<file path="src/rtl/alu_pkg.sv">
// Shared definitions for the sequential ALU: opcodes, flag bit positions and FSM encoding.
package alu_pkg;

  localparam logic [3:0] OP_ADD  = 4'h0;
  localparam logic [3:0] OP_SUB  = 4'h1;
  localparam logic [3:0] OP_AND  = 4'h2;
  localparam logic [3:0] OP_OR   = 4'h3;
  localparam logic [3:0] OP_XOR  = 4'h4;
  localparam logic [3:0] OP_NOT  = 4'h5;
  localparam logic [3:0] OP_SHL  = 4'h6;
  localparam logic [3:0] OP_SHR  = 4'h7;
  localparam logic [3:0] OP_SRA  = 4'h8;
  localparam logic [3:0] OP_INC  = 4'h9;
  localparam logic [3:0] OP_DEC  = 4'hA;
  localparam logic [3:0] OP_CMP  = 4'hB;
  localparam logic [3:0] OP_MUL  = 4'hC;
  localparam logic [3:0] OP_MULH = 4'hD;

  // Positions inside the {C,Z,N,V} flags vector.
  localparam int FLG_C = 3;
  localparam int FLG_Z = 2;
  localparam int FLG_N = 1;
  localparam int FLG_V = 0;

  typedef enum logic {
    ST_IDLE = 1'b0,
    ST_MUL  = 1'b1
  } state_t;

endpackage

</file>
<file path="src/rtl/alu_seq_if.sv">
// Operand/result bundle of alu_seq: input valid/ready handshake plus result, flags and busy.
interface alu_seq_if #(parameter int WIDTH = 8);
  logic             in_valid;
  logic             in_ready;
  logic [WIDTH-1:0] A;
  logic [WIDTH-1:0] B;
  logic [3:0]       s;
  logic             out_valid;
  logic [WIDTH-1:0] alu_out;
  logic [3:0]       flags;
  logic             busy;

  modport master (
    output in_valid, A, B, s,
    input  in_ready, out_valid, alu_out, flags, busy
  );

  modport slave (
    input  in_valid, A, B, s,
    output in_ready, out_valid, alu_out, flags, busy
  );
endinterface

</file>
<file path="src/rtl/alu_mul_seq.sv">
// Shift-add unsigned multiplier: one iteration per clock after start, product valid with done.
module alu_mul_seq #(
  parameter int WIDTH = 8
) (
  input  logic               clk,
  input  logic               reset,
  input  logic               start,
  input  logic [WIDTH-1:0]   a,
  input  logic [WIDTH-1:0]   b,
  output logic               done,
  output logic [2*WIDTH-1:0] product
);
  localparam int SHW = $clog2(WIDTH);

  logic                 running;
  logic [SHW-1:0]       cnt;
  logic [WIDTH-1:0]     mcand;
  logic [2*WIDTH-1:0]   acc;
  logic [WIDTH:0]       sum;
  logic [2*WIDTH-1:0]   acc_next;

  // Upper half accumulates partial sums; lower half starts as the multiplier and shifts out.
  always_comb begin
    sum      = {1'b0, acc[2*WIDTH-1:WIDTH]} + (acc[0] ? {1'b0, mcand} : '0);
    acc_next = {sum, acc[WIDTH-1:1]};
  end

  assign done    = running && (cnt == SHW'(WIDTH - 1));
  assign product = acc_next;

  always_ff @(posedge clk) begin
    if (reset) begin
      running <= 1'b0;
      cnt     <= '0;
    end else if (start) begin
      running <= 1'b1;
      cnt     <= '0;
    end else if (running) begin
      cnt <= cnt + 1'b1;
      if (done) running <= 1'b0;
    end
  end

  // NOTE: datapath registers carry no reset; running gates every use of them.
  always_ff @(posedge clk) begin
    if (start) begin
      mcand <= a;
      acc   <= {{WIDTH{1'b0}}, b};
    end else if (running) begin
      acc <= acc_next;
    end
  end
endmodule

</file>
<file path="src/rtl/alu_seq.sv">
// Registered ALU with valid/ready input, {C,Z,N,V} flags and multi-cycle MUL/MULH.
// Define ALU_SAT_EN to saturate ADD/SUB/INC/DEC on signed overflow instead of wrapping.
module alu_seq
  import alu_pkg::*;
#(
  parameter int WIDTH = 8
) (
  input logic      clk,
  input logic      reset,
  alu_seq_if.slave bus
);
  localparam int SHW = $clog2(WIDTH);

  state_t             state, state_next;
  logic               accept, is_mul_op, mul_done, mulh_q;
  logic [2*WIDTH-1:0] product;
  logic [WIDTH-1:0]   opb, sat_val, res, zsrc, mul_res, mul_hi;
  logic [WIDTH:0]     add_w, sub_w, shl_w, shr_w, sra_w;
  logic [SHW-1:0]     amt;
  logic               add_v, sub_v, carry, ovf;
  logic [3:0]         flg, mul_flg;

  assign is_mul_op = (bus.s == OP_MUL) || (bus.s == OP_MULH);
  assign accept    = bus.in_valid && bus.in_ready;

  always_ff @(posedge clk) begin
    if (reset) state <= ST_IDLE;
    else       state <= state_next;
  end

  always_comb begin
    state_next = state;
    case (state)
      ST_IDLE: if (accept && is_mul_op) state_next = ST_MUL;
      ST_MUL:  if (mul_done)            state_next = ST_IDLE;
      default:                          state_next = ST_IDLE;
    endcase
  end

  always_comb begin
    bus.in_ready = (state == ST_IDLE);
    bus.busy     = (state == ST_MUL);
  end

  alu_mul_seq #(.WIDTH(WIDTH)) u_mul (
    .clk     (clk),
    .reset   (reset),
    .start   (accept && is_mul_op),
    .a       (bus.A),
    .b       (bus.B),
    .done    (mul_done),
    .product (product)
  );

  // Shared adder/subtractor: INC/DEC reuse it with a constant 1 operand.
  always_comb begin
    opb     = (bus.s == OP_INC || bus.s == OP_DEC) ? {{(WIDTH-1){1'b0}}, 1'b1} : bus.B;
    amt     = bus.B[SHW-1:0];
    add_w   = {1'b0, bus.A} + {1'b0, opb};
    sub_w   = {1'b0, bus.A} - {1'b0, opb};
    add_v   = (bus.A[WIDTH-1] == opb[WIDTH-1]) && (add_w[WIDTH-1] != bus.A[WIDTH-1]);
    sub_v   = (bus.A[WIDTH-1] != opb[WIDTH-1]) && (sub_w[WIDTH-1] != bus.A[WIDTH-1]);
    sat_val = bus.A[WIDTH-1] ? {1'b1, {(WIDTH-1){1'b0}}} : {1'b0, {(WIDTH-1){1'b1}}};
    // The extra bit on each side catches the last bit shifted out; it stays 0 for amt==0.
    shl_w   = {1'b0, bus.A} << amt;
    shr_w   = {bus.A, 1'b0} >> amt;
    sra_w   = $unsigned($signed({bus.A, 1'b0}) >>> amt);
  end

  // NOTE: every output gets a default first so no path leaves it unassigned (no latches).
  always_comb begin
    res   = '0;
    carry = 1'b0;
    ovf   = 1'b0;
    case (bus.s)
      OP_ADD, OP_INC: begin res = add_w[WIDTH-1:0]; carry = add_w[WIDTH]; ovf = add_v; end
      OP_SUB, OP_DEC: begin res = sub_w[WIDTH-1:0]; carry = sub_w[WIDTH]; ovf = sub_v; end
      OP_CMP:         begin carry = sub_w[WIDTH]; ovf = sub_v; end
      OP_AND:         res = bus.A & bus.B;
      OP_OR:          res = bus.A | bus.B;
      OP_XOR:         res = bus.A ^ bus.B;
      OP_NOT:         res = ~bus.A;
      OP_SHL:         begin res = shl_w[WIDTH-1:0]; carry = shl_w[WIDTH]; end
      OP_SHR:         begin res = shr_w[WIDTH:1];   carry = shr_w[0];     end
      OP_SRA:         begin res = sra_w[WIDTH:1];   carry = sra_w[0];     end
      default:        res = '0;
    endcase
`ifdef ALU_SAT_EN
    if (ovf && bus.s != OP_CMP) res = sat_val;
`endif
    zsrc       = (bus.s == OP_CMP) ? sub_w[WIDTH-1:0] : res;
    flg        = '0;
    flg[FLG_C] = carry;
    flg[FLG_Z] = (zsrc == '0);
    flg[FLG_N] = zsrc[WIDTH-1];
    flg[FLG_V] = ovf;
  end

  always_comb begin
    mul_hi         = product[2*WIDTH-1:WIDTH];
    mul_res        = mulh_q ? mul_hi : product[WIDTH-1:0];
    mul_flg        = '0;
    mul_flg[FLG_Z] = (mul_res == '0);
    mul_flg[FLG_N] = mul_res[WIDTH-1];
    mul_flg[FLG_V] = !mulh_q && (mul_hi != '0);
  end

  always_ff @(posedge clk) begin
    if (reset) begin
      bus.out_valid <= 1'b0;
      bus.alu_out   <= '0;
      bus.flags     <= '0;
      mulh_q        <= 1'b0;
    end else begin
      bus.out_valid <= 1'b0;
      if (accept) mulh_q <= (bus.s == OP_MULH);
      if (accept && !is_mul_op) begin
        bus.alu_out   <= res;
        bus.flags     <= flg;
        bus.out_valid <= 1'b1;
      end else if (state == ST_MUL && mul_done) begin
        bus.alu_out   <= mul_res;
        bus.flags     <= mul_flg;
        bus.out_valid <= 1'b1;
      end
    end
  end
endmodule
</file>
<file path="src/flat_wrapper.sv">
// flat-port wrapper written by rule: the top's interface ports become plain ports
module alu_seq_flat import alu_pkg::*;
#(
  parameter int WIDTH = 8
)
  (clk, reset, bus_in_valid, bus_A, bus_B, bus_s, bus_in_ready, bus_out_valid, bus_alu_out, bus_flags, bus_busy);
  alu_seq_if #(.WIDTH(WIDTH)) bus_i ();
  input logic clk;
  input logic reset;
  input wire logic [$bits(bus_i.in_valid)-1:0] bus_in_valid;
  input wire logic [$bits(bus_i.A)-1:0] bus_A;
  input wire logic [$bits(bus_i.B)-1:0] bus_B;
  input wire logic [$bits(bus_i.s)-1:0] bus_s;
  output wire logic [$bits(bus_i.in_ready)-1:0] bus_in_ready;
  output wire logic [$bits(bus_i.out_valid)-1:0] bus_out_valid;
  output wire logic [$bits(bus_i.alu_out)-1:0] bus_alu_out;
  output wire logic [$bits(bus_i.flags)-1:0] bus_flags;
  output wire logic [$bits(bus_i.busy)-1:0] bus_busy;
  assign bus_i.in_valid = bus_in_valid;
  assign bus_i.A = bus_A;
  assign bus_i.B = bus_B;
  assign bus_i.s = bus_s;
  assign bus_in_ready = bus_i.in_ready;
  assign bus_out_valid = bus_i.out_valid;
  assign bus_alu_out = bus_i.alu_out;
  assign bus_flags = bus_i.flags;
  assign bus_busy = bus_i.busy;
  alu_seq #(.WIDTH(WIDTH)) u_core (.clk(clk), .reset(reset), .bus(bus_i));
endmodule
</file>
<file path="config.mk">
export PLATFORM = sky130hd
export DESIGN_NAME = alu_seq_flat
export DESIGN_NICKNAME = d
export VERILOG_FILES = /design/src/rtl/alu_pkg.sv /design/src/rtl/alu_seq_if.sv /design/src/rtl/alu_mul_seq.sv /design/src/rtl/alu_seq.sv /design/src/flat_wrapper.sv
export SDC_FILE = /design/constraint.sdc
export NUM_CORES = 1
export LEC_CHECK = 0
export ABC_CLOCK_PERIOD_IN_PS = 9760
export BUFFER_PORTS_ARGS = -buffer_cell sky130_fd_sc_hd__buf_4
export CORE_MARGIN = 4
export CORE_UTILIZATION = 55
export DETAILED_ROUTE_END_ITERATION = 8
export GPL_ROUTABILITY_DRIVEN = 0
export PLACE_DENSITY = 0.77
export SKIP_LAST_GASP = 1
export SYNTH_ARGS = -nofsm -noshare
export SYNTH_HDL_FRONTEND = slang
export SYNTH_SLANG_ARGS = --single-unit
</file>
<file path="constraint.sdc">
create_clock -name clk -period 9.76 [get_ports clk]
set_input_delay 0.488 -clock clk [delete_from_list [all_inputs] [get_ports clk]]
set_output_delay 0.488 -clock clk [all_outputs]
set_load 0.005 [all_outputs]
</file>
==> results.md <==
- Outcome: finished clean
- Fmax: 256 MHz
- Worst relative slew slack: 40.9%
- Mux share of post-synthesis cell area: 13.2%
- CTS root buf: clkbuf_8
- Tmin final: 3910 ps
- Required time of the worst setup path: 10,010 ps
- Clock share of power: 22.7%
- Final Hold Fails: 0
- Worst Max-Slew Pin Slew: 875 ps
- Clk slew on worst S/H paths: 90 ps
- Core ar.: 0.00769 mm^2
- Setup crit end: u_core.bus.flags[2]$_SDFFE_PP0P_
- Antenna fix cells: 0
- Reg-to-Reg End: u_core.bus.flags[2]$_SDFFE_PP0P_
- Compound-cell area share of the yosys netlist: 21.1%
- Row count: 32
- Leading area contributor after synthesis: ha_1
- Final core occ: 62.0%
- Final setup TNS: 0 ps
- Synthesized area: 0.00434 mm^2
- Lkg Pwr: 2.04 nW
- Buffer count from post-CTS setup fixing: 0
- Synthesized area per cell: 8.37 um^2
- Worst path max stage delay: 510 ps
- Crit path launch: bus_s[0]
- Total number of vias: 4,056
- CTS sink cnt: 43
- Die X: 96.8 um
- Share of the synthesized area in the top cell type: 12.7%
- Die H: 96.8 um
- First-pass GRT wire length: 18,800 um
- Starting Density: 56.5%
- Syn_nets: 589
- Register bit total from synthesis: 43
- Synth Instances: 519
- IO Count: 38
- WHS: 464 ps
- Synth Area in XOR/XNOR: 3.23%
- Initial DRT Pass Iterations: 5
- Top-count cell post-synth: nor2_1
- TritonCTS buffer count: 5
- DR vias/cell: 6.32
- Clk_lat worst skew: 300 ps
- CTS tree: built
- Crit-path max FO: 31
- Number of synthesized flops with an enable pin: 16
- Kind of end point of the critical path: flop
- Antenna violations before repair: 0
- Synth area leaders: ha_1 13%, dfxtp_1 12%, edfxtp_1 11%
- Gate power share: 41.5%
- Register area: 0.00102 mm^2
- Final net count: 609
- Max Cap Violations: 0
- Area delta synth->final: 9.71%
- Ys flop type: dfxtp_1
- Die ar.: 0.00938 mm^2
- Sequential area share after synthesis: 23.5%
- Avg WL per Cell: 18.1 um
- Switching part of the total: 36.6%
- Async SR Flop Fraction: 0%
- Max-slew violation count: 0
- Number of antenna-violating nets in the routed design: 0
- Area of the multi-input gates: 0.00307 mm^2
- Total Wirelength: 11,600 um
- Area share of and/or/nand/nor cells after synthesis: 18.9%
- Unrepaired setup endpoints after global routing: no
- Switch Pwr: 0.227 mW
- Fin crit share: 40.1%
- Flop2flop setup slack: 6640 ps
- Port-buffer cells: 37
- Hold_buf cts: 0
- Worst Hold Class: input pin to flop
- Sequential share of power: 35.8%
- Power Density: 130 mW/mm^2
- Leading cell types by count after synthesis: 53 x nor2_1, 44 x ha_1, 39 x inv_1, 39 x nand2_1
- Total GRT Usage: 24.2%
- Sequence of cells on the critical path: buf_4 > nor2b_1 > o21ai_1 > nand2_1 > ha_1 > fa_1 > nand2b_1 > a21oi_1 > o221ai_1 > a2111oi_2 > nand4bb_1 > a2111oi_1 > nand4_1 > nand3_1
- Number of H-tree levels: 2
- Worst Reg-to-Reg Cells: 11
- Share of cells above drive strength 1: 14.4%
- Ys Warns: 0
- CP startpoint kind: input pin
- Critical R2R Launch: u_core.u_mul.acc[0]$_DFFE_PP_
- Largest net degree at the start of global routing: 32
- Post-DP HPWL: 8980 um
- GRT overflow: 0
- Fill count: 688
- Drt drc: 0
- Worst Path Class, Setup: input pin to flop
- Largest family of logic cells by synthesized area: compound AO/OA/AOI/OAI gates
- WP data arrival: 4160 ps
- Final setup viols: 0
- Worst Clk Skew: 7.40 ps
- Peak VDD IR: 0.0580 mV
- Internal power: 0.393 mW
- CTS resizes: 0
- CP max stage cell: o21ai_1
- Clock buffer depth: 2
- Synth Area in Adders: 14.1%
- Synth cell types: 65
- Vias in the first global route: 3,808
- Starting DRT DRC Count: 300
==> cells in the final DEF (no fill, tap or decap), types with 4 or more instances in the layout <==
| cell type | n |
|---|---|
| a211oi_1 | 11 |
| o221ai_1 | 4 |
| a21o_1 | 7 |
| mux2i_1 | 27 |
| nor3_1 | 15 |
| ha_1 | 44 |
| a221oi_1 | 8 |
| edfxtp_1 | 16 |
| o22ai_1 | 8 |
| buf_4 | 38 |
| inv_1 | 39 |
| nand2b_1 | 9 |
| xor2_1 | 5 |
| and2_1 | 8 |
| o21bai_1 | 4 |
| nor2b_1 | 10 |
| a31oi_1 | 5 |
| mux2_2 | 17 |
| dfxtp_1 | 27 |
| a21oi_1 | 26 |
| xnor2_1 | 11 |
| nor2_1 | 53 |
| o21ai_0 | 22 |
| nand2_1 | 39 |
| clkbuf_8 | 5 |
| mux4_2 | 5 |
| o211ai_1 | 4 |
| nand3_1 | 13 |
| a22oi_1 | 7 |
==> per-stage QoR <==
stage	area [um^2]	total power, mW	std cells	setup WS (ps)
finish	4760	0.620	642	5850
global route	4760	0.656	642	5450
CTS	4760	0.619	642	5940
detailed placement	4650	0.478	634	5650
global placement	4650	0.470	634	5820
floorplan	4340	0.408	519	6330
==> power groups by stage <==
stage	Clock, mW	Combinational, mW	Sequential (mW)
global route	0.147	0.284	0.224
detailed placement	0	0.253	0.225
finish	0.141	0.257	0.222
floorplan	0	0.186	0.221
global placement	0	0.246	0.224
CTS	0.143	0.255	0.222
==> sequential cells by signal (all words and copies together), names as in the netlist <==
register / flops
u_core.u_mul.mcand: 8
u_core.bus.busy: 1
u_core.u_mul.cnt: 3
u_core.mulh_q: 1
u_core.bus.alu_out: 8
u_core.u_mul.acc: 16
u_core.bus.flags: 4
u_core.u_mul.running: 1
u_core.bus.out_valid: 1
==> cell families after synthesis <==
logic type               Yosys count
multiplexers                      49
XOR/XNOR                          16
adder cells (fa/ha/maj)           47
flip-flops                        43
AO/OA/AOI/OAI                    133
AND/OR/NAND/NOR                  167
buffers and inverters             64
==> layer usage <==
metal	vias to the layer above	share of wire (%)	GRT usage, %
met2	214	47	39.5
met5	-	0	0
met4	0	2.7	8.75
li1	1935	-	-
met1	1879	42	32.5
met3	28	8.7	3.53
==> worst max-delay path: cells and delay by family <==
family	cells	cell delay (ps)
adder cells (fa/ha/maj)	2	640
buffers and inverters	1	320
AO/OA/AOI/OAI	5	1770
AND/OR/NAND/NOR	6	940
==> cell type report <==
cell class                      instances  share of cell area, %
Clock buffer                            5                   1.44
Sequential cell                        43                   21.4
Multi-Input combinational cell        412                   64.5
Inverter                               39                   3.07
Timing Repair Buffer                   38                   5.99
Tap cell                              102                   2.68
Clock inverter                          3                  0.919
==> worst min-delay path by stage <==
stage / start / endpoint / slack, ps / cells past startpoint
floorplan: u_core.u_mul.acc[10]$_SDFFE_PP0P_ / u_core.u_mul.acc[10]$_SDFFE_PP0P_ / 460 / 2
CTS: bus_A[0] / u_core.u_mul.mcand[0]$_DFFE_PP_ / 450 / 1
finish: bus_A[0] / u_core.u_mul.mcand[0]$_DFFE_PP_ / 460 / 1
detailed placement: u_core.u_mul.acc[12]$_SDFFE_PP0P_ / u_core.u_mul.acc[12]$_SDFFE_PP0P_ / 490 / 2
global placement: u_core.u_mul.acc[15]$_SDFFE_PP0P_ / u_core.u_mul.acc[15]$_SDFFE_PP0P_ / 480 / 2
global route: bus_A[0] / u_core.u_mul.mcand[0]$_DFFE_PP_ / 460 / 1
Power figures use the tool's default switching activity.
